===== src/rtl/pos_sweep_pkg.sv =====
// Shared types and constants for the truth-table sweeper.
// The state encoding and mode values are imported by the top level and by term_eval.
package pos_sweep_pkg;

    typedef enum logic [1:0] {
        IDLE = 2'd0,
        RUN  = 2'd1,
        DONE = 2'd2
    } state_e;

    localparam logic MODE_POS = 1'b0;
    localparam logic MODE_SOP = 1'b1;

endpackage


===== src/rtl/term_eval.sv =====
// Combinational function evaluation: picks the mask bit for the current vector,
// then inverts it in POS mode, where a listed term is a maxterm.
module term_eval
    import pos_sweep_pkg::*;
#(
    parameter int N = 4
) (
    input  logic [2**N-1:0] mask_i,
    input  logic [N-1:0]    vec_i,
    input  logic            mode_i,
    output logic            s_o
);

    logic termHit;

    assign termHit = mask_i[vec_i];
    assign s_o     = (mode_i == MODE_SOP) ? termHit : ~termHit;

endmodule


===== src/rtl/pos_table_sweeper.sv =====
// Sweeps every input vector of an N-input function over a valid/ready stream.
// It emits the function value for each vector and counts the vectors that evaluate to 1.
module pos_table_sweeper
    import pos_sweep_pkg::*;
#(
    parameter int N = 4
) (
    input  logic            clk,
    input  logic            reset,
    input  logic            start,
    input  logic            mode,
    input  logic [2**N-1:0] term_mask,
    output logic            out_valid,
    input  logic            out_ready,
    output logic [N-1:0]    out_vec,
    output logic            out_s,
    output logic            out_last,
    output logic            busy,
    output logic            done,
    output logic [N:0]      ones_count
);

    localparam int          T        = 2**N;
    localparam logic [N-1:0] VEC_LAST = {N{1'b1}};

    state_e         state_q, state_d;
    logic [N-1:0]   vec_q, vec_d;
    logic [T-1:0]   mask_q, mask_d;
    logic           mode_q, mode_d;
    logic [N:0]     ones_q, ones_d;
    logic           evalS;

    // Evaluation uses only the latched mask and mode, so input changes during RUN have no effect.
    term_eval #(.N(N)) u_term_eval (
        .mask_i (mask_q),
        .vec_i  (vec_q),
        .mode_i (mode_q),
        .s_o    (evalS)
    );

    always_ff @(posedge clk) begin
        if (reset) begin
            state_q <= IDLE;
            vec_q   <= '0;
            mask_q  <= '0;
            mode_q  <= 1'b0;
            ones_q  <= '0;
        end else begin
            state_q <= state_d;
            vec_q   <= vec_d;
            mask_q  <= mask_d;
            mode_q  <= mode_d;
            ones_q  <= ones_d;
        end
    end

    always_comb begin
        state_d = state_q;
        vec_d   = vec_q;
        mask_d  = mask_q;
        mode_d  = mode_q;
        ones_d  = ones_q;
        case (state_q)
            IDLE: begin
                if (start) begin
                    mask_d  = term_mask;
                    mode_d  = mode;
                    vec_d   = '0;
                    ones_d  = '0;
                    state_d = RUN;
                end
            end
            RUN: begin
                if (out_ready) begin
                    ones_d = ones_q + (N+1)'(evalS);
                    if (vec_q == VEC_LAST) begin
                        state_d = DONE;
                    end else begin
                        vec_d = vec_q + N'(1);
                    end
                end
            end
            DONE: begin
                state_d = IDLE;
            end
            default: begin
                state_d = IDLE;
            end
        endcase
    end

    // out_s is gated to zero outside RUN so the idle output does not show the inverted cleared mask.
    assign out_valid  = (state_q == RUN);
    assign busy       = (state_q == RUN);
    assign done       = (state_q == DONE);
    assign out_vec    = vec_q;
    assign out_s      = out_valid & evalS;
    assign out_last   = out_valid & (vec_q == VEC_LAST);
    assign ones_count = ones_q;

endmodule

===== config.mk =====
export PLATFORM = sky130hd
export DESIGN_NAME = pos_table_sweeper
export DESIGN_NICKNAME = d
export VERILOG_FILES = /design/src/rtl/pos_sweep_pkg.sv /design/src/rtl/term_eval.sv /design/src/rtl/pos_table_sweeper.sv
export SDC_FILE = /design/constraint.sdc
export NUM_CORES = 1
export LEC_CHECK = 0
export CAP_MARGIN = 20
export CORE_UTILIZATION = 41
export CTS_CLUSTER_DIAMETER = 30
export DETAILED_ROUTE_END_ITERATION = 7
export MAX_ROUTING_LAYER = met4
export PLACE_DENSITY_LB_ADDON = 0.05
export RECOVER_POWER = 100
export SYNTH_ARGS = -nofsm -noshare
export SYNTH_HDL_FRONTEND = slang
export SYNTH_SLANG_ARGS = --single-unit

===== constraint.sdc =====
create_clock -name clk -period 4.6 [get_ports clk]
set_clock_uncertainty 0.2 [all_clocks]
set_input_delay 0.92 -clock clk [delete_from_list [all_inputs] [get_ports clk]]
set_output_delay 0.92 -clock clk [all_outputs]
set_load 0.01 [all_outputs]

==> impl_metrics.py, run 1 <==
metrics = {
    "outcome": {
        "status": "complete, but fails checks",
        "violations": "design-rule violations",
    },
    "synth": {
        "synth_ff_type": "dfxtp_1",
        "synthTopCellsByArea": "dfxtp_1 (44%), nand2_1 (11%), a21oi_1 (8.6%)",
        "synth_xor_area_share_pct": 3.99,
        "ys_warn_count": 0,
        "synth_seq_area_share_pct": 43.6,
        "synth-simple-area-share_pct": 23.3,
        "async_flop_share_pct": 0,
        "synthCells": 144,
        "synth_compound_area_share_pct": 10.3,
        "yosys.area.top_type_share_pct": 43.6,
        "synth-adder-area-share_pct": 2.92,
        "synth-edff-count": 0,
        "avgSynthCellArea_um2": 8.92,
        "synth_nets": 168,
        "synth_top_family_by_area": "simple AND/OR/NAND/NOR gates",
        "synth_area_leader_cell": "dfxtp_1",
        "ys_types": 28,
        "ys_ff_latch": 28,
        "synthesis.area_mm2": 0.00128,
        "muxShareOfSynthArea_pct": 11.5,
    },
    "grt": {
        "grt_pass1_vias": 985,
        "antenna_found_initial": 0,
        "grt_pass1_wl_mm": 4.41,
        "grt_overflow": 0,
        "top_usage_layer": "met2",
        "use_met1_pct": 20.2,
        "met3_usage_pct": 4.24,
        "grt_max_degree": 29,
        "gr-usage-met2_pct": 30.9,
        "groute.usage.overall_pct": 17.3,
    },
    "placed_design": {
        "dp_slack_ps": 1050,
        "io_buffers": 34,
        "place_hpwl_mm": 1.91,
        "dpl_cell_area_mm2": 0.00162,
        "gp_congestion": 0.745,
    },
    "final_layout": {
        "final_layout_size_suffix_gt1_share_pct": 4.07,
        "stdcell_area_mm2": 0.00164,
        "multi_input_area_um2": 661,
        "n_antenna_cell": 0,
        "areaGrowthSynthToFinish_pct": 27.9,
        "register_area_um2": 561,
        "final_nets": 197,
        "nFillCells": 275,
    },
    "sta": {
        "fmax_mhz": 250,
        "tightest_slew_ps": 1020,
        "period_share_pct": 87.1,
        "finalSetupTns_ps": 0,
        "setup_slack_ps": 595,
        "final-setup-viol-count": 0,
        "grt_setup_unrepaired": "no",
        "hold_viol_final": 0,
        "fin_crit_ps": 4010,
        "drv_slew": 0,
        "relSlewSlack_pct": 31.5,
    },
    "floorplan": {
        "rows": 19,
        "dieArea_mm2": 0.00336,
        "initial_core_util_pct": 45.0,
        "die_y_um": 58.0,
        "core_area_mm2": 0.00285,
        "die_width_um": 58.0,
        "io_pins": 35,
    },
    "clock_network": {
        "insertion_delay_ps": 320,
        "cts_buffer_depth": 2,
        "cts_tree": "yes",
        "path_clk_slew_ps": 150,
        "ctsHoldBuffers": 0,
        "post_cts_buffers": 0,
        "ctsResizeCount": 0,
        "numCtsBuffers": 3,
        "cts_root_buf": "clkbuf_4",
        "htreeDepth": 1,
        "cts.sinks": 28,
    },
    "routing": {
        "wl_mm": 2.62,
        "vias_per_cell": 5.22,
        "drt-initial-drc-count": 28,
        "wl_per_cell_um": 12.9,
        "first_pass_iters": 6,
        "ant_nets": 0,
        "vias": 1059,
        "drc": 3,
    },
    "critical_path": {
        "setup.worst_path.start_class": "register",
        "required_ps": 3480,
        "worstPathArrival_ps": 2890,
        "setup.worst_path.end_class": "primary output",
        "crit_type": "register to primary output",
        "path_max_fanout": 9,
    },
    "power_and_ir_drop": {
        "irDropWorstVdd_uv": 168,
        "power_leakage_nw": 0.640,
        "p_per_area_mw_per_mm2": 274,
        "power_w": 0.000450,
    },
    "min_path": {
        "worstHoldPathType": "register to register",
    },
    "job": {
        "max_cap_violations": 0,
    },
}
worst max-delay path: stages (launching register included):
cell	delay (ps)
dfxtp_1	550
mux4_1	600
mux4_2	470
xnor2_1	190
and2_1	140
dlygate4sd3_1	600
state kept, by name (all words and copies together), names as in the netlist:
| signal | cells |
|---|---|
| mode_q | 1 |
| mask_q | 16 |
| out_vec | 4 |
| state_q | 2 |
| ones_count | 5 |
report_power, final:
group | switching, W | internal, W
combinational | 0.0000316 | 0.0000368
clock | 0.0000703 | 0.0000484
sequential | 0.00000879 | 0.000254
logic make-up after synthesis:
| logic type | after synthesis |
|---|---|
| AND/OR/NAND/NOR | 63 |
| AO/OA/AOI/OAI | 26 |
| buffers and inverters | 12 |
| multiplexers | 7 |
| flip-flops | 28 |
| XOR/XNOR | 5 |
| adder cells (fa/ha/maj) | 3 |
Yosys cell counts (all sizes together) (2+ instances only):
cell	n
nand2	36
dfxtp	28
a21oi	22
clkbuf	8
nor3	6
mux4	5
nand3	5
xnor2	5
buf	3
ha	3
nor2	3
nor3b	3
o21ai	3
and4	2
mux2i	2
nor2b	2
metal layers:
metal  vias up  share of wire (%)
li1        552                  -
met1       479                 46
met2        26                 49
met3         2                4.5
met4         0               0.50
met5         -                  0
worst paths after layout:
path | slack (ps) | cells after the start | to | start
max reg2reg | 1530 | 8 | ones_count[4] | out_vec[0]
min | 260 | 2 | mask_q[6] | mask_q[6]
max | 590 | 5 | out_s | out_vec[0]
min reg2reg | 260 | 2 | mask_q[6] | mask_q[6]
layout make-up:
cell class                      instances  area share [%]
Clock buffer                            4            2.21
Inverter                                1           0.228
Multi-Input combinational cell        104            40.2
Sequential cell                        28            34.1
Tap cell                               31            2.36
Timing Repair Buffer                   35            20.9
cells in the final DEF (no fill, tap or decap):
| cell type | instances |
|---|---|
| or3b_2 | 1 |
| clkbuf_4 | 3 |
| and4_1 | 2 |
| inv_1 | 1 |
| mux2i_1 | 2 |
| dlygate4sd3_1 | 16 |
| mux4_2 | 1 |
| nor2b_1 | 2 |
| and2b_2 | 1 |
| xnor2_1 | 5 |
| clkdlybuf4s50_1 | 18 |
| ha_1 | 3 |
| clkbuf_8 | 1 |
| nor2_1 | 3 |
| a21oi_1 | 22 |
| nor3b_1 | 3 |
| nor4b_1 | 1 |
| and2_1 | 1 |
| dfxtp_1 | 28 |
| clkbuf_1 | 1 |
| nand2_1 | 36 |
| mux4_1 | 4 |
| a211oi_1 | 1 |
| o21ai_0 | 3 |
| nand2b_1 | 1 |
| nor3_1 | 6 |
| nand3_1 | 5 |
| nor4_1 | 1 |
per-stage QoR:
stage               hold WS [ps]  cells  util, %
detailed placement           245    199     56.9
finish                       264    203     57.6
floorplan                    232    144        -
global route                 289    203     57.6
global placement             248    199     56.9
CTS                          264    203     58.2
Power figures use the tool's default switching activity.
==> run 2: changes to the inputs <==
clock period = 4.2 ns   (was 4.6 ns; I/O delays follow)
==> results of run 2 <==
Same layout as run 1 (identical final DEF). Status: complete, but fails checks: design-rule violations.
Among the figures that moved: setup slack after placement 1050 ps -> 729 ps; setup slack after layout 595 ps -> 275 ps; register-to-register setup slack 1530 ps -> 1130 ps; total power 0.000450 W -> 0.000493 W; worst IR drop on VDD 168 µV -> 184 µV
